===== src/rtl/alsu_seg_display.sv =====
// Converts the ALSU result to BCD (shift-add-3, one step per cycle) and scans
// ones/tens/error digits onto a 4-digit active-low seven-segment display.
module alsu_seg_display #(
    parameter int REFRESH_DIV = 50000
) (
    input  logic        clk,
    input  logic        rst,
    input  logic [5:0]  alsu_out,
    input  logic [15:0] alsu_leds,
    input  logic        err_clr,
    output logic [3:0]  an,
    output logic [6:0]  seg,
    output logic        busy,
    output logic        err_flag
);
    localparam int CW = (REFRESH_DIV > 1) ? $clog2(REFRESH_DIV) : 1;
    localparam logic [CW-1:0] REF_LAST = CW'(REFRESH_DIV - 1);

    typedef enum logic [1:0] {S_IDLE, S_CONV, S_DONE} state_t;

    state_t        r_state;
    logic [5:0]    r_cap;
    logic [5:0]    r_sh;
    logic [7:0]    r_bcd;
    logic [2:0]    r_step;
    logic [3:0]    r_tens;
    logic [3:0]    r_ones;
    logic [CW-1:0] r_ref;
    logic [1:0]    r_sel;

    logic [3:0]    w_tens_adj;
    logic [3:0]    w_ones_adj;
    logic [6:0]    w_seg;

    function automatic logic [6:0] f_enc(input logic [3:0] d);
        case (d)
            4'd0:    f_enc = 7'b1000000;
            4'd1:    f_enc = 7'b1111001;
            4'd2:    f_enc = 7'b0100100;
            4'd3:    f_enc = 7'b0110000;
            4'd4:    f_enc = 7'b0011001;
            4'd5:    f_enc = 7'b0010010;
            4'd6:    f_enc = 7'b0000010;
            4'd7:    f_enc = 7'b1111000;
            4'd8:    f_enc = 7'b0000000;
            4'd9:    f_enc = 7'b0010000;
            default: f_enc = 7'b1111111;
        endcase
    endfunction

    always_comb begin
        w_tens_adj = (r_bcd[7:4] >= 4'd5) ? r_bcd[7:4] + 4'd3 : r_bcd[7:4];
        w_ones_adj = (r_bcd[3:0] >= 4'd5) ? r_bcd[3:0] + 4'd3 : r_bcd[3:0];
    end

    // Display registers are written only from DONE, so an aborted conversion never leaks.
    always_ff @(posedge clk or posedge rst) begin
        if (rst) begin
            r_state <= S_IDLE;
            r_cap   <= '0;
            r_sh    <= '0;
            r_bcd   <= '0;
            r_step  <= '0;
            r_tens  <= '0;
            r_ones  <= '0;
            busy    <= 1'b0;
        end else begin
            case (r_state)
                S_IDLE: begin
                    if (alsu_out != r_cap) begin
                        r_cap   <= alsu_out;
                        r_sh    <= alsu_out;
                        r_bcd   <= '0;
                        r_step  <= '0;
                        busy    <= 1'b1;
                        r_state <= S_CONV;
                    end
                end
                S_CONV: begin
                    {r_bcd, r_sh} <= {w_tens_adj, w_ones_adj, r_sh, 1'b0};
                    r_step        <= r_step + 3'd1;
                    if (r_step == 3'd5)
                        r_state <= S_DONE;
                end
                S_DONE: begin
                    r_tens  <= r_bcd[7:4];
                    r_ones  <= r_bcd[3:0];
                    busy    <= 1'b0;
                    r_state <= S_IDLE;
                end
                default: begin
                    busy    <= 1'b0;
                    r_state <= S_IDLE;
                end
            endcase
        end
    end

    // A new error in the same cycle as a clear keeps the flag set.
    always_ff @(posedge clk or posedge rst) begin
        if (rst)
            err_flag <= 1'b0;
        else if (|alsu_leds)
            err_flag <= 1'b1;
        else if (err_clr)
            err_flag <= 1'b0;
    end

    always_ff @(posedge clk or posedge rst) begin
        if (rst) begin
            r_ref <= '0;
            r_sel <= '0;
        end else if (r_ref == REF_LAST) begin
            r_ref <= '0;
            r_sel <= r_sel + 2'd1;
        end else begin
            r_ref <= r_ref + 1'b1;
        end
    end

    always_comb begin
        case (r_sel)
            2'd0:    w_seg = f_enc(r_ones);
            2'd1:    w_seg = (r_tens == 4'd0) ? 7'b1111111 : f_enc(r_tens);
            2'd2:    w_seg = err_flag ? 7'b0000110 : 7'b1111111;
            default: w_seg = 7'b1111111;
        endcase
    end

    always_ff @(posedge clk or posedge rst) begin
        if (rst) begin
            an  <= 4'b1111;
            seg <= 7'b1111111;
        end else begin
            an  <= ~(4'b0001 << r_sel);
            seg <= w_seg;
        end
    end
endmodule


===== config.mk =====
export PLATFORM = sky130hd
export DESIGN_NAME = alsu_seg_display
export DESIGN_NICKNAME = d
export VERILOG_FILES = /design/src/rtl/alsu_seg_display.sv
export SDC_FILE = /design/constraint.sdc
export NUM_CORES = 1
export LEC_CHECK = 0
export BUFFER_PORTS_ARGS = -buffer_cell sky130_fd_sc_hd__buf_4
export CORE_ASPECT_RATIO = 1.2
export CORE_MARGIN = 2
export CORE_UTILIZATION = 40
export CTS_CLUSTER_DIAMETER = 150
export DETAILED_ROUTE_END_ITERATION = 8
export HOLD_SLACK_MARGIN = 0.05
export PLACE_DENSITY = 0.55
export SLEW_MARGIN = 10
export SYNTH_ARGS = -nofsm -noshare
export SYNTH_HDL_FRONTEND = slang
export SYNTH_SLANG_ARGS = --single-unit

===== constraint.sdc =====
create_clock -name clk -period 2.1 [get_ports clk]
set_clock_uncertainty 0.2 [all_clocks]
set_input_delay 0 -clock clk [delete_from_list [all_inputs] [get_ports clk]]
set_output_delay 0 -clock clk [all_outputs]
set_load 0.01 [all_outputs]

; ---- Word-level counts from Yosys, hierarchy flattened
; Memories as Yosys holds them, arrays and structs flattened.
; Cells that the tools add are included.
[word_totals]
output_inout_bits = 13
wordCells = 63
mem_count = 2
inputBits = 25
register_bits = 64
romBits = 224
[memory_table]
columns = memory, words, word_bits, rd, rd_ports_with_merged_regs, wr, line
row1 = (name not given), 16, 7, 1, 0, 0, 36  ; case (d)
row2 = (name not given), 16, 7, 1, 0, 0, 36
[op_classes]
shift = 1
reduce_logical = 10
n_lt_le_gt_ge = 2
n_bitwise = 2
n_addsub = 5
n_eq_ne = 9
mux = 19
[ops]
columns = cell, n
row1 = case mux 7 bit (3 select lines), 1
row2 = "adder 16 x 1 -> 16 bit, second input constant", 1
row3 = "equality test 16 bit, second input constant", 1
row4 = two-way mux 16 bit, 1
row5 = case mux 8 bit (2 select lines), 1
row6 = OR reduction 16 bit, 1
row7 = two-way mux 7 bit, 2
row8 = case mux 6 bit (2 select lines), 1
row9 = ">= comparator 4 x 3 -> 1 bit, second input constant", 2
row10 = two-way mux 8 bit, 1
row11 = AND reduction 2 bit, 4
row12 = two-way mux 3 bit, 2
row13 = two-way mux 6 bit, 1
row14 = inequality test 6 bit, 1
row15 = case mux 3 bit (2 select lines), 1
row16 = "adder 4 x 2 -> 4 bit, second input constant", 1
row17 = "equality test 2 x 1 -> 1 bit, second input constant", 2
row18 = "equality test 2 bit, second input constant", 2
row19 = zero test 2 bit, 2
row20 = zero test 4 bit, 1
row21 = two-way mux 2 bit, 2
row22 = two-way mux 4 bit, 1
row23 = "inequality test 2 bit, second input constant", 2
row24 = NOT 4 bit, 1
row25 = other kinds (10), 13

; ---- Longest topological paths before layout
; Gate-level depths: netlist of run 1.
[logic_depth]
word_depth = 3
mapped_depth = 6
ltp_nobuf = 6

; ---- Worst setup path after synthesis of run 1
; OpenSTA, ideal clock, no wires.
[synth_path]
kind = flip-flop to flip-flop
from = register r_ref[7]
to = register r_ref[9]
setup_slack_ns = 0.190
setup_ns = 0.121
n_path_buf = 1
arrival_ns = 1.588
required_time_ns = 1.779
synth_period_minus_slack_ns = 1.910
path_stages_with_launch = 6
path_cell_list = dfrtp_1 -> or4b_4 -> nor4_4 -> buf_6 -> a31oi_1 -> o22a_1
[synth_between]
elab_chain_cells = 2
[synth_rtl]
columns = item, line
row1 = "start, declared", 28  ; logic [CW-1:0] r_ref;
row2 = "start signal, assigned", 117  ; r_ref <= r_ref + 1'b1;
row3 = adder 16 x 1 -> 16 bit or equality test 16 bit (tied branches), "117, 113"
row4 = two-way mux 16 bit *, 113  ; end else if (r_ref == REF_LAST) begin
; Mark *: on every way between the ends. The rest lies on a longest branch, timed or not.
; A chain may end at the register's enable or synchronous reset.

; ---- Worst setup path after layout of run 1
[layout_path]
from = register r_ref[7]
to = register r_ref[11]
; The elaborated chain is that of the path after synthesis.

==> impl_summary.txt, run 1 <==
----------------------------------------------------
[Floorplanning]
  Die outline area ... 0.00904 mm2
  Number of placement rows ... 36
  Top-level I/O count ... 38
  Die height ... 104 um
  Initial core utilization ... 0.409
  Die boundary width ... 87.1 um
  Core outline area ... 0.00811 mm2

[Worst setup path]
  WP buf/inv ... 0
  CP Data Arrival Time ... 2010 ps
  Required time at the endpoint of the critical path ... 2130 ps
  Cell at the slowest stage of the critical path ... sky130_fd_sc_hd__or4b_4
  Critical Path Sink Type ... flip-flop
  Worst Path Class, Setup ... reg -> reg
  Top Family by Delay on Critical Path ... simple AND/OR/NAND/NOR gates
  Crit path largest cell delay ... 540 ps
  Worst-path maximum fanout ... 6
  Startpoint class of the critical path ... flip-flop
  Critical Path, Cell by Cell ... or4b_4 -> nor4_4 -> nor2_1 -> mux2_2

[Yosys]
  Synth Net Count ... 364
  Distinct cells, synth ... 49
  Top cells by area in the synthesized netlist ... sky130_fd_sc_hd__dfrtp_1 40%, sky130_fd_sc_hd__dfstp_2 8.7%, sky130_fd_sc_hd__ha_1 8.7%, sky130_fd_sc_hd__mux2_2 3.4%, sky130_fd_sc_hd__inv_1 3.2%
  Yosys synthesis warning count ... 0
  Post-synthesis sequential area ratio ... 0.487
  Area share of the largest cell type after synthesis ... 0.400
  Count of state elements after synthesis ... 64
  Cell taking the most area after synthesis ... sky130_fd_sc_hd__dfrtp_1
  Number of synthesized flops with an enable pin ... 0
  Syn Area/Cell ... 10.5 um2
  Post-synthesis cell area ... 0.00332 mm2
  Fraction of registers with async set/reset ... 1.00
  Gate count of the mapped netlist ... 316
  Most instantiated flip-flop cell in the synthesis netlist ... sky130_fd_sc_hd__dfrtp_1

[Clock network]
  Number of setup buffers added after CTS ... 0
  Number of buffers inserted for hold repair after clock tree synthesis ... 9
  Count of instances resized after the clock tree is built ... 0
  Number of levels in the clock H-tree ... 3
  CTS Buf Count ... 9
  Clock latency of the later-clocked register in the worst-skew pair ... 340 ps
  Clock sinks ... 64
  Cell at the root of the clock tree ... sky130_fd_sc_hd__clkbuf_8
  Clock slew seen by the registers of the worst setup and hold paths ... 70 ps
  TritonCTS clock tree ... yes
  Maximum root-to-sink buffer count ... 2

[Place]
  Placed standard-cell area ... 0.00377 mm2
  Placed insts ... 452
  PortBufs ... 37
  Weighted congestion at the end of routability-driven global placement ... 0.802
  Half-perimeter wire length of the detailed placement result ... 4.76 mm

[Layout]
  Antenna cell count ... 0
  Final nets ... 425
  Share of post-route cells with drive strength above 1 ... 0.243
  Area of all placed cells without fillers ... 0.00404 mm2
  Area growth from synthesis to layout ... 21.6%
  Non-filler cells, final ... 477

[GRT]
  Total grt overflow ... 0
  First-pass GRT wire length ... 10.9 mm
  Vias in the first global route ... 2,484
  GRT Overall Usage ... 0.153
  Largest net degree at the start of global routing ... 31
  Initial antenna violation count ... 0

[Routing]
  Via count of the routed design ... 2,462
  Average wire per standard cell ... 13.4 um
  Routed WL ... 6.41 mm
  Ratio of routed vias to standard cells ... 5.16
  Iteration count of the initial detailed-routing pass ... 4
  Number of DRC violations after detailed routing ... 0
  Remaining antenna violation count ... 0
  Initial DRC Count ... 76

[Power and ir drop]
  Power per unit of standard cell area ... 1160 mW/mm2
  Peak supply drop ... 0.000584 V
  Standby leakage power ... 1.88 nW
  Power consumption ... 4.68 mW

[Flow run]
  Max_cap viols ... 0

[Run status]
  Result of the run ... completed

[Min path]
  Min-delay worst type ... in -> async

[Timing]
  Portion of the clock cycle consumed by the worst path in the final layout ... 0.942
  Finish-stage setup viols ... 0
  RSZ-0062 raised after global routing ... no
  Final-report max-slew violation count ... 0
  Maximum clock rate ... 505 MHz
  Worst-margin pin slew ... 597 ps
  Total negative slack for setup checks ... 0 ps
  Clock period minus worst slack ... 1980 ps
  Final hold violations ... 0
  Normalized max-slew margin ... 0.601

----------------------------------------------------
placed cells by master, fill, tap and decap left out, drive strengths merged, types with 5 or more instances in the layout:
master,synthesis,routed
dfrtp,53,53
buf,2,50
inv,28,28
nand2,26,26
ha,23,23
nor2,22,22
a21oi,15,15
o21ai,14,14
xnor2,12,12
clkbuf,7,12
dfstp,11,11
mux2,10,10
dlygate4sd3,0,9
o221ai,8,8
a22o,7,7
xor2,6,6
nand3,6,6
nand2b,6,6
nor3,5,5
nor4,5,5
cell type report:
cell class	count	area (um2)
clock buffers	12	155
well taps	95	119
inverters	28	105
multi-input cells	215	1560
fillers	779	4070
clock inverters	4	20.0
flip-flops and latches	64	1620
repair buffers	59	465
path summary, 6_finish.rpt:
path / startpoint / end / slack [ps] / cells past startpoint
hold / removal: rst / r_sh[3] / 100 / 3
min in group clk: alsu_leds[9] / err_flag / 230 / 4
setup reg to reg: r_ref[7] / r_ref[11] / 120 / 4
setup / recovery: r_ref[7] / r_ref[11] / 120 / 4
hold reg to reg: r_ref[15] / r_ref[15] / 280 / 1
max in group asynchronous: rst / an[2] / 940 / 4
cell usage after synthesis, types with 2 or more instances:
master	number
sky130_fd_sc_hd__dfrtp_1	53
sky130_fd_sc_hd__inv_1	28
sky130_fd_sc_hd__nand2_1	26
sky130_fd_sc_hd__ha_1	23
sky130_fd_sc_hd__nor2_1	22
sky130_fd_sc_hd__a21oi_1	15
sky130_fd_sc_hd__o21ai_0	13
sky130_fd_sc_hd__xnor2_1	12
sky130_fd_sc_hd__dfstp_2	11
sky130_fd_sc_hd__mux2_2	10
sky130_fd_sc_hd__o221ai_1	8
sky130_fd_sc_hd__a22o_1	7
sky130_fd_sc_hd__clkbuf_1	7
sky130_fd_sc_hd__nand2b_1	6
sky130_fd_sc_hd__nand3_1	6
sky130_fd_sc_hd__xor2_1	6
sky130_fd_sc_hd__nor3_1	5
sky130_fd_sc_hd__nand4_1	4
sky130_fd_sc_hd__nor2b_1	4
sky130_fd_sc_hd__nor4_1	4
sky130_fd_sc_hd__a211oi_1	3
sky130_fd_sc_hd__a22oi_1	3
sky130_fd_sc_hd__a31oi_1	3
sky130_fd_sc_hd__and3_1	3
sky130_fd_sc_hd__mux2i_1	3
sky130_fd_sc_hd__o211ai_1	3
sky130_fd_sc_hd__o22a_1	3
sky130_fd_sc_hd__o221a_2	2
sky130_fd_sc_hd__o2bb2ai_1	2
sky130_fd_sc_hd__or3_1	2
worst reg2reg max path, stage by stage (launching register included):
cell and delay [ps]:
sky130_fd_sc_hd__dfrtp_1 430, sky130_fd_sc_hd__or4b_4 540, sky130_fd_sc_hd__nor4_4 370, sky130_fd_sc_hd__nor2_1 70
sky130_fd_sc_hd__mux2_2 260
per-layer routing:
metal | share of wire | GRT usage
met5 | 0 | 0
met4 | 0.022 | 0.0725
met3 | 0.039 | 0.0279
met2 | 0.49 | 0.261
met1 | 0.44 | 0.182
through the flow:
step / worst slack [ps] / hold WS, ps / util
3_5_place_dp: 125 / -66.9 / 0.465
6_report: 121 / 98.2 / 0.498
3_3_place_gp: 151 / -88.3 / 0.465
5_1_grt: 5.30 / 168 / 0.498
4_1_cts: 114 / 119 / 0.498
2_1_floorplan: 190 / -89.0 / -
power by group:
group / internal, mW / switching (mW) / total [mW] / leakage, nW
sequential: 1.63 / 0.352 / 1.98 / 0.786
combinational: 0.893 / 0.861 / 1.75 / 1.00
clock: 0.485 / 0.457 / 0.942 / 0.0959
total: 3.01 / 1.67 / 4.68 / 1.88
cell families after synthesis:
kind of cell,synth area share
and+or+nand+nor,0.141
AOI/OAI and AO/OA,0.151
DFF,0.487
buffers and inverters,0.0445
adders and majority gates,0.0867
xor gates and xnor gates,0.0475
muxes,0.0430
sequential cells by signal (all words and copies together), names as in the netlist:
name,cells
r_state,2
r_sh,6
r_bcd,8
r_cap,6
err_flag,1
an,4
r_step,3
r_ones,4
r_sel,2
seg,7
r_tens,4
busy,1
r_ref,16
(Power assumes the default switching activity.)
==> inputs of run 2 (changes only) <==
- clock period: 2.1 -> 2.2 ns (I/O delays scaled with it)
==> run 2 against run 1 <==
Compared with the run above:
- core utilization up 0.62 points
- clock-buffer cell count down 2
- die area unchanged
- wire length down 2.0%
- sequential share of layout area down 0.49 points
- design area up 1.2%
- critical path type unchanged
- largest cell class unchanged
- largest power group unchanged
==> impl_summary.txt, run 2 (same netlist as run 1, synthesis figures left out) <==
----------------------------------------------------
[Run status]
  Result of the run ... completed

[Power and ir drop]
  Standby leakage power ... 1.90 nW (+0.60%)
  Fraction of power consumed by combinational cells ... 0.349 (-0.026)
  Sw power ... 1.61 mW (-3.9%)
  Seq pwr share ... 0.397 (-0.027)
  Peak supply drop ... 0.000525 V (-10%)
  Power per unit of standard cell area ... 1170 mW/mm2 (+0.64%)
  Switching share of total power ... 0.337 (-0.0202)
  Power consumption ... 4.77 mW (+1.9%)
  Internal power summed over all cells ... 3.16 mW (+5.1%)
  Power share of the clock group ... 0.254 (+0.053)

[Clock network]
  Clock slew seen by the registers of the worst setup and hold paths ... 80 ps (about the same)
  Clock latency of the later-clocked register in the worst-skew pair ... 340 ps (about the same)
  TritonCTS clock tree ... yes
  CTS Buf Count ... 9 (unchanged)
  Count of instances resized after the clock tree is built ... 0 (unchanged)
  Number of setup buffers added after CTS ... 0 (unchanged)
  Cell at the root of the clock tree ... sky130_fd_sc_hd__clkbuf_8
  Number of levels in the clock H-tree ... 3 (unchanged)
  Maximum root-to-sink buffer count ... 2 (unchanged)
  Clock sinks ... 64 (unchanged)
  Number of buffers inserted for hold repair after clock tree synthesis ... 9 (unchanged)

[Routing]
  Via count of the routed design ... 2,450 (-0.49%)
  Average wire per standard cell ... 13.3 um (-1.4%)
  Remaining antenna violation count ... 0 (unchanged)
  Iteration count of the initial detailed-routing pass ... 4 (unchanged)
  Number of DRC violations after detailed routing ... 0 (unchanged)
  Initial DRC Count ... 97 (+28%)
  Routed WL ... 6.28 mm (-2.0%)
  Ratio of routed vias to standard cells ... 5.17 (+0.14%)

[Timing]
  RSZ-0062 raised after global routing ... no
  Clock period minus worst slack ... 2000 ps (+18.0 ps)
  Total negative slack for setup checks ... 0 ps (unchanged)
  Final hold violations ... 0 (unchanged)
  Portion of the clock cycle consumed by the worst path in the final layout ... 0.908 (-0.0346)
  Finish-stage setup viols ... 0 (unchanged)
  Worst-margin pin slew ... 518 ps (-78.9 ps)
  Normalized max-slew margin ... 0.654 (+0.0527)
  Final-report max-slew violation count ... 0 (unchanged)
  Maximum clock rate ... 501 MHz (-0.90%)

[Layout]
  Area growth from synthesis to layout ... 23.1%
  Most used cells in the layout excluding fill and tap cells ... 53 x sky130_fd_sc_hd__dfrtp_1, 46 x sky130_fd_sc_hd__buf_4, 27 x sky130_fd_sc_hd__inv_1
  Leading cell type in the layout, fill and taps excluded ... sky130_fd_sc_hd__dfrtp_1
  Seq. cell area ... 0.00162 mm2 (unchanged)
  Fill cell instance count of the final layout ... 769 (-1.3%)
  Antenna cell count ... 0 (unchanged)
  Final nets ... 422 (-0.71%)
  Area occupied by multi-input gates ... 0.00156 mm2 (unchanged)
  Leading registers by flop count ... r_ref: 16 flops, r_bcd: 8 flops, seg: 7 flops
  Non-filler cells, final ... 474 (-0.63%)
  Share of post-route cells with drive strength above 1 ... 0.237 (-0.00599)
  Number of flip-flops under the largest register name ... 16 (unchanged)
  Biggest register ... r_ref

[Worst setup path]
  Worst-path maximum fanout ... 7 (+1)
  Startpoint class of the critical path ... flip-flop
  Depth of the worst register-to-register path ... 5 (+1)
  Required time at the endpoint of the critical path ... 2230 ps (+100 ps)
  CP Data Arrival Time ... 2030 ps (+20 ps)
  Worst Path Class, Setup ... reg -> reg
  Critical Path Sink Type ... flip-flop

[Floorplanning]
  Die boundary width ... 87.1 um (unchanged)
  Initial core utilization ... 0.409 (unchanged)
  Die height ... 104 um (unchanged)
  Top-level I/O count ... 38 (unchanged)
  Core outline area ... 0.00811 mm2 (unchanged)
  Number of placement rows ... 36 (unchanged)
  Die outline area ... 0.00904 mm2 (unchanged)

[Place]
  Half-perimeter wire length of the detailed placement result ... 4.57 mm (-4.0%)
  Weighted congestion at the end of routability-driven global placement ... 0.785 (-2.1%)
  Placed insts ... 449 (-0.66%)
  PortBufs ... 37 (unchanged)

[GRT]
  Total grt overflow ... 0 (unchanged)
  Vias in the first global route ... 2,474 (-0.40%)
  Largest net degree at the start of global routing ... 43 (+39%)
  Initial antenna violation count ... 0 (unchanged)
  GRT Overall Usage ... 0.153 (+0.000328)
  First-pass GRT wire length ... 11.0 mm (+0.63%)

[Min path]
  Min-delay worst type ... in -> async

[Flow run]
  Max_cap viols ... 0 (unchanged)

----------------------------------------------------
run 2: cell type report:
class | instances | area share
Sequential cell | 64 | 0.395
Multi-Input combinational cell | 215 | 0.381
Timing Repair Buffer | 56 | 0.111
Clock buffer | 10 | 0.0312
Tap cell | 95 | 0.0291
Clock inverter | 6 | 0.0263
Inverter | 28 | 0.0257
run 2: worst paths after layout:
| path | slack (ps) | end | start |
|---|---|---|---|
| worst max-delay path | 200 | r_ref[11] | r_ref[0] |
| worst min-delay path | 60 | r_cap[1] | rst |
| worst max register to register | 200 | r_ref[11] | r_ref[0] |
| worst min register to register | 280 | r_ref[15] | r_ref[15] |
| max in group asynchronous | 1080 | an[0] | rst |
| min in group clk | 240 | err_flag | alsu_leds[9] |
run 2: worst max-delay path, stage by stage, from the launching register on:
cell	delay [ps]
sky130_fd_sc_hd__dfrtp_1	390
sky130_fd_sc_hd__ha_1	200
sky130_fd_sc_hd__nand3_1	260
sky130_fd_sc_hd__nor4_4	490
sky130_fd_sc_hd__nor2_1	80
sky130_fd_sc_hd__mux2_2	270
run 2: through the flow:
step	utilization	cell area [um2]	setup slack, ps	hold WS, ps
3_5_place_dp	0.464	3760	209	-118
5_1_grt	0.504	4090	34.1	85.7
6_report	0.504	4090	203	59.1
4_1_cts	0.504	4090	171	56.7
2_1_floorplan	-	3320	290	-89.0
3_3_place_gp	0.464	3760	243	-122
run 2: layer usage:
layer  vias up  wire length [um]  track usage  share of wire
met5         -                 0            0              0
met1      1156              2690        0.180           0.43
li1       1242                 -            -              -
met3         2               277       0.0335          0.044
met2        50              3280        0.255           0.52
met4         0                36       0.0835         0.0057
run 2: power by group through the flow:
stage / clock (mW) / sequential, mW / combinational [mW]
6_report: 1.21 / 1.89 / 1.67
5_1_grt: 1.29 / 1.95 / 1.91
4_1_cts: 1.25 / 1.89 / 1.69
3_5_place_dp: 0 / 1.92 / 1.67
3_3_place_gp: 0 / 1.91 / 1.64
2_1_floorplan: 0 / 1.81 / 1.27
